<file path="config.mk">
export PLATFORM = sky130hd
export DESIGN_NAME = serial_subtractor_flat
export DESIGN_NICKNAME = d
export VERILOG_FILES = /design/src/rtl/serial_subtractor_if.sv /design/src/rtl/serial_subtractor.sv /design/src/flat_wrapper.sv
export SDC_FILE = /design/constraint.sdc
export NUM_CORES = 1
export LEC_CHECK = 0
export BUFFER_PORTS_ARGS = -buffer_cell sky130_fd_sc_hd__buf_2
export CAP_MARGIN = 10
export CORE_ASPECT_RATIO = 2
export CORE_MARGIN = 4
export CORE_UTILIZATION = 47
export CTS_CLUSTER_SIZE = 28
export DETAILED_ROUTE_END_ITERATION = 6
export PLACE_DENSITY = 0.74
export SETUP_SLACK_MARGIN = 0.4
export SYNTH_ARGS = -nofsm -noshare
export SYNTH_HDL_FRONTEND = slang
export SYNTH_SLANG_ARGS = --single-unit
</file>
<file path="constraint.sdc">
create_clock -name clk_i -period 1.58 [get_ports clk_i]
set_clock_uncertainty 0.15 [all_clocks]
set_input_delay 0.395 -clock clk_i [delete_from_list [all_inputs] [get_ports clk_i]]
set_output_delay 0.395 -clock clk_i [all_outputs]
set_load 0.02 [all_outputs]
</file>
<file path="src/rtl/serial_subtractor_if.sv">
// Operand/result handshake bundle for serial_subtractor.
// master drives operands and result acceptance; slave is the subtractor itself.
interface serial_subtractor_if #(
  parameter int WIDTH = 8
);
  logic             in_valid_i;
  logic             in_ready_o;
  logic [WIDTH-1:0] a_i;
  logic [WIDTH-1:0] b_i;
  logic             out_valid_o;
  logic             out_ready_i;
  logic [WIDTH-1:0] diff_o;
  logic             borrow_o;
  logic             overflow_o;
  logic             zero_o;

  modport master (
    output in_valid_i, a_i, b_i, out_ready_i,
    input  in_ready_o, out_valid_o, diff_o, borrow_o, overflow_o, zero_o
  );

  modport slave (
    input  in_valid_i, a_i, b_i, out_ready_i,
    output in_ready_o, out_valid_o, diff_o, borrow_o, overflow_o, zero_o
  );
endinterface

</file>
<file path="src/rtl/serial_subtractor.sv">
// Bit-serial two's-complement subtractor: a - b, one bit per clock, LSB first,
// with a registered borrow; WIDTH cycles from operand accept to result valid.
module serial_subtractor #(
  parameter int WIDTH = 8
) (
  input  logic               clk_i,
  input  logic               rst_i,
  serial_subtractor_if.slave bus
);
  localparam int CW = (WIDTH > 2) ? $clog2(WIDTH) : 1;
  localparam logic [CW-1:0] LAST = CW'(WIDTH - 1);

  typedef enum logic [1:0] {IDLE, RUN, DONE} state_t;

  state_t          state, state_nxt;
  logic [WIDTH-1:0] a_sh, b_sh, res;
  logic [CW-1:0]    cnt;
  logic             br;
  logic             a_msb, b_msb;
  logic             a_k, b_k, d_k, br_nxt;

  assign a_k    = a_sh[0];
  assign b_k    = b_sh[0];
  assign d_k    = a_k ^ b_k ^ br;
  assign br_nxt = (~a_k & b_k) | (~(a_k ^ b_k) & br);

  always_ff @(posedge clk_i or posedge rst_i) begin
    if (rst_i) state <= IDLE;
    else       state <= state_nxt;
  end

  always_comb begin
    state_nxt       = state;
    bus.in_ready_o  = 1'b0;
    bus.out_valid_o = 1'b0;
    unique case (state)
      IDLE: begin
        bus.in_ready_o = 1'b1;
        if (bus.in_valid_i) state_nxt = RUN;
      end
      RUN: begin
        if (cnt == LAST) state_nxt = DONE;
      end
      DONE: begin
        bus.out_valid_o = 1'b1;
        if (bus.out_ready_i) state_nxt = IDLE;
      end
      default: state_nxt = IDLE;
    endcase
  end

  always_ff @(posedge clk_i or posedge rst_i) begin
    if (rst_i) begin
      a_sh  <= '0;
      b_sh  <= '0;
      res   <= '0;
      cnt   <= '0;
      br    <= 1'b0;
      a_msb <= 1'b0;
      b_msb <= 1'b0;
    end else begin
      case (state)
        IDLE: begin
          if (bus.in_valid_i) begin
            a_sh  <= bus.a_i;
            b_sh  <= bus.b_i;
            res   <= '0;
            cnt   <= '0;
            br    <= 1'b0;
            a_msb <= 1'b0;
            b_msb <= 1'b0;
          end
        end
        RUN: begin
          // Difference bits enter at the MSB so the LSB lands at bit 0 after WIDTH shifts.
          res  <= {d_k, res[WIDTH-1:1]};
          a_sh <= a_sh >> 1;
          b_sh <= b_sh >> 1;
          br   <= br_nxt;
          cnt  <= cnt + 1'b1;
          if (cnt == LAST) begin
            a_msb <= a_k;
            b_msb <= b_k;
          end
        end
        default: ;
      endcase
    end
  end

  // Result ports follow the registers directly; only out_valid_o qualifies them.
  assign bus.diff_o     = res;
  assign bus.borrow_o   = br;
  assign bus.zero_o     = (res == '0);
  assign bus.overflow_o = (a_msb != b_msb) & (res[WIDTH-1] != a_msb);
endmodule
</file>
<file path="src/flat_wrapper.sv">
// flat-port wrapper written by rule: the top's interface ports become plain ports
module serial_subtractor_flat 
#(
  parameter int WIDTH = 8
)
  (clk_i, rst_i, bus_in_valid_i, bus_a_i, bus_b_i, bus_out_ready_i, bus_in_ready_o, bus_out_valid_o, bus_diff_o, bus_borrow_o, bus_overflow_o, bus_zero_o);
  serial_subtractor_if #(.WIDTH(WIDTH)) bus_i ();
  input  logic clk_i;
  input  logic rst_i;
  input wire logic [$bits(bus_i.in_valid_i)-1:0] bus_in_valid_i;
  input wire logic [$bits(bus_i.a_i)-1:0] bus_a_i;
  input wire logic [$bits(bus_i.b_i)-1:0] bus_b_i;
  input wire logic [$bits(bus_i.out_ready_i)-1:0] bus_out_ready_i;
  output wire logic [$bits(bus_i.in_ready_o)-1:0] bus_in_ready_o;
  output wire logic [$bits(bus_i.out_valid_o)-1:0] bus_out_valid_o;
  output wire logic [$bits(bus_i.diff_o)-1:0] bus_diff_o;
  output wire logic [$bits(bus_i.borrow_o)-1:0] bus_borrow_o;
  output wire logic [$bits(bus_i.overflow_o)-1:0] bus_overflow_o;
  output wire logic [$bits(bus_i.zero_o)-1:0] bus_zero_o;
  assign bus_i.in_valid_i = bus_in_valid_i;
  assign bus_i.a_i = bus_a_i;
  assign bus_i.b_i = bus_b_i;
  assign bus_i.out_ready_i = bus_out_ready_i;
  assign bus_in_ready_o = bus_i.in_ready_o;
  assign bus_out_valid_o = bus_i.out_valid_o;
  assign bus_diff_o = bus_i.diff_o;
  assign bus_borrow_o = bus_i.borrow_o;
  assign bus_overflow_o = bus_i.overflow_o;
  assign bus_zero_o = bus_i.zero_o;
  serial_subtractor #(.WIDTH(WIDTH)) u_core (.clk_i(clk_i), .rst_i(rst_i), .bus(bus_i));
endmodule
</file>
==> flow_results.org <==
** CTS
- The root buffer cell chosen for the clock tree is clkbuf_8.
- In this run, CTS created clock tree buffers numbering 5.
- Max H-tree Level :: 2
- TritonCTS built the clock tree.
- No sink is reached through more buffers than the 2 on the longest clock path.
- Clk pin slew, worst setup/hold paths :: about 0.08 ns
- The clock net in this run drives a total of 32 sinks.
- For the worst-skew pair, the clock arrives at the later sink with an insertion delay of slightly below 0.3 ns.

** Timing
- Setup slack on the critical path of the routed design comes to -0.4197 ns.
- Final cycle utilization of the critical path :: 126.6%
- Final-report max-slew violation count :: 0
- Crit path time final :: about 2.0 ns
- Slew at the pin closest to its max-slew limit :: 0.3617 ns
- Setup violations remaining at the end of the flow were counted as 7.
- Maximum frequency from static timing analysis :: around 500 MHz
- Worst hold margin :: -0.07368 ns
- Final-report hold violation count :: 14
- Setup repair after global routing could not meet its margin everywhere.
- In this run the tightest slew margin relative to its limit is 75.84%.

** Global route
- Entering global routing, the biggest net connects 28 pins.
- The via count of the first global-routing pass came to ~1300.
- The first global-routing pass estimated slightly below 6000 microns of wire.
- Across every metal layer, demand over resource in global routing totals around a fifth.
- The initial antenna violation count came to 0.
- Summed over all layers, the global routing overflow is 0.

** Synthesis
- Synthesized area per cell :: between 10 and 15 sq um
- Number of enable-type register cells in the synthesized netlist :: 0
- Yosys attributes the largest share of cell area to dfrtp_1, mux2i_1, a22o_1.
- In the post-synthesis netlist, the cell with the most instances is dfrtp_1.
- Post-synthesis register bit count :: 32
- Synthesized netlist cell count :: ~130
- Mapped Area :: 0.001453 sq mm
- Leading cell types by count after synthesis :: dfrtp_1, nand2_1, mux2i_1
- The biggest area contributor in the post-synthesis netlist is dfrtp_1.
- Synthesis instantiated 19 different standard cells from the library.
- Share of async-settable or async-resettable flops after synthesis :: 100.0%
- Syn Nets :: between 150 and 200
- Number of warnings printed during yosys synthesis :: 0
- In the synthesized netlist the dominant register cell turns out to be dfrtp_1.
- Summed over its instances, the top area cell type makes up 55.12% of the synthesized netlist area.
- Sequential elements use 55.12% of the synthesized area.

** Power and ir drop
- IR analysis of the VDD net gives a maximum drop of approximately 1.5 mV.
- The design draws 5.400 mW.
- Summed over all cells, the static leakage comes to 1.232 nW.
- Power spread over the standard cell area amounts to 2159 mW/mm^2.

** Run status
- The checks that failed: hold timing, setup timing.
- The run finished, with violations left.

** Drt
- After detailed routing, the average wire length per cell comes to slightly above 20 microns.
- Via count :: around 1300
- For this run, the detailed router's first-pass iteration total came to 4.
- The first routing iteration left 52 violations.
- Using the TritonRoute via totals, the vias-per-cell ratio works out to 5.737.
- The count of nets left with antenna violations once routing finished came out at 0.
- After detailed routing, the number of remaining DRC violations is 0.
- WL final :: about 4800 microns

** Setup path
- Buf+Inv Stages, Crit Path :: 1
- STA classifies the critical path endpoint as an output port.
- STA classifies the critical path startpoint as a flop.
- Crit-path leading delay family :: simple AND/OR/NAND/NOR gates
- Walking the worst path, the cells encountered are or4_4 > nor2_4 > buf_6.
- Worst Path Max Fanout :: 2
- The largest individual stage delay along the critical path comes from the cell or4_4.
- Critical path start-end classification :: reg2out
- At the worst endpoint, the required time is 1.03 ns.
- Critical path arrival :: 1.45 ns
- The largest single stage delay on the critical path is between 0.5 and 0.6 ns.

** Place
- Detailed placement finished with a half-perimeter wire length of roughly 2300 microns.
- Post-Place Setup Slack :: -0.1561 ns
- At the end of routability-driven placement, the weighted congestion stood at 0.6702.
- Counting tap cells, the placed design contains a total of ~200 instances.
- Cell area reported after detailed placement :: 0.001810 sq mm
- Port buffering added 32 buffers.

** Die
- Placement Rows :: 28
- Die span in x :: between 40 and 50 microns
- Effective utilization at floorplan :: roughly half
- Die Y :: between 80 and 90 microns
- The core region is 0.002978 sq mm.
- The die covers slightly above 0.004 sq mm.
- 33 I/O pins were placed.

** Worst hold path
- Min-delay worst type :: in2async

** Flow run
- Maximum Capacitance Violations :: 0

** Layout
- Finished Layout Cells :: about 230
- Layout cell share with drive strength beyond 1 :: 63.86%
- The finished cells cover around 0.0025 sq mm.
- Diodes inserted :: 0
- Fin nets :: between 200 and 250
- Relative to the synthesized area, the layout overhead comes to 72.18%.
## final timing paths
check	start	endpoint	slack [ns]	cells after the start
min in group clk_i	bus_a_i[7]	u_core.a_sh[7]	0.23	3
worst max register to register	u_core.state[0]	u_core.b_sh[0]	-0.03	7
worst min-delay path	rst_i	u_core.a_sh[3]	-0.07	2
max in group asynchronous	rst_i	u_core.state[1]	0.94	3
worst min register to register	u_core.a_sh[7]	u_core.a_sh[6]	0.34	2
worst max-delay path	u_core.bus.diff_o[6]	bus_zero_o	-0.42	3
## layer usage
| metal | vias to the layer above | track usage [%] | wire length [microns] |
|---|---|---|---|
| met2 | 46 | 33.25 | 2788 |
| met1 | 669 | 22.36 | 1570 |
| met5 | - | 0 | 0 |
| li1 | 598 | - | - |
| met4 | 0 | 11.84 | 199 |
| met3 | 18 | 4.158 | 193 |
## flip-flops by register name, summed over array words and instances, names as in the netlist
register,flops
u_core.a_msb,1
u_core.a_sh,8
u_core.bus.borrow_o,1
u_core.cnt,3
u_core.state,2
u_core.bus.diff_o,8
u_core.b_sh,8
u_core.b_msb,1
## placed cells by master (no fill, tap or decap), types with 5 or more instances in the layout
cell type	count
clkbuf_8	5
a22o_1	14
buf_4	13
buf_2	19
mux2i_1	15
nand2_1	7
dfrtp_2	5
nand2_4	9
o21ai_2	16
dfrtp_1	27
buf_6	27
## cell families (layout without fill, tap and decap cells)
kind of cell,count (synthesis),after routing,share of synthesized area [%]
compound gates,36,37,16.45
simple gates,33,34,10.25
flops,32,32,55.13
mux,15,15,10.34
buf+inv,13,81,4.737
fa+ha+maj,3,3,3.101
## stage by stage
| step | utilization (%) | TNS (ns) |
|---|---|---|
| 5_1_grt | 83.99 | -1.281 |
| 4_1_cts | 72.06 | -0.5795 |
| 3_3_place_gp | 60.80 | -0.1417 |
| 3_5_place_dp | 60.80 | -0.1561 |
| 6_report | 83.99 | -0.8548 |
| 2_1_floorplan | - | -0.1369 |
## area by class of cell
cell class | instances | area (sq um)
multi-input combinational | 89 | 859.6
sequential | 32 | 807.0
timing repair buffer | 68 | 666.9
fill | 148 | 476.7
clock buffer | 6 | 72.57
tap | 30 | 37.54
clock inverter | 2 | 35.03
inverter | 5 | 22.52
## power breakdown
| part | switching [mW] | internal (mW) | total, mW |
|---|---|---|---|
| clock | 0.312 | 0.468 | 0.780 |
| sequential | 0.329 | 1.17 | 1.50 |
| combinational | 1.39 | 1.73 | 3.12 |
## worst reg2reg max path: cells and delay by family, from the launching register on
family / cells / cell delay [ns]
buf+inv: 5 / 0.65
compound gates: 1 / 0.15
flops: 1 / 0.45
simple gates: 1 / 0.13
## repair_timing
| item | 4_1_cts | 5_1_grt |
|---|---|---|
| hold endpoints to repair | 14 | 14 |
| resized for setup | 43 | 52 |
| cloned | 2 | 4 |
| pin swaps | 8 | 26 |
| endpoints found under the setup margin | 45 | 45 |
| setup buffers | 9 | 11 |
Power figures use the tool's default switching activity.
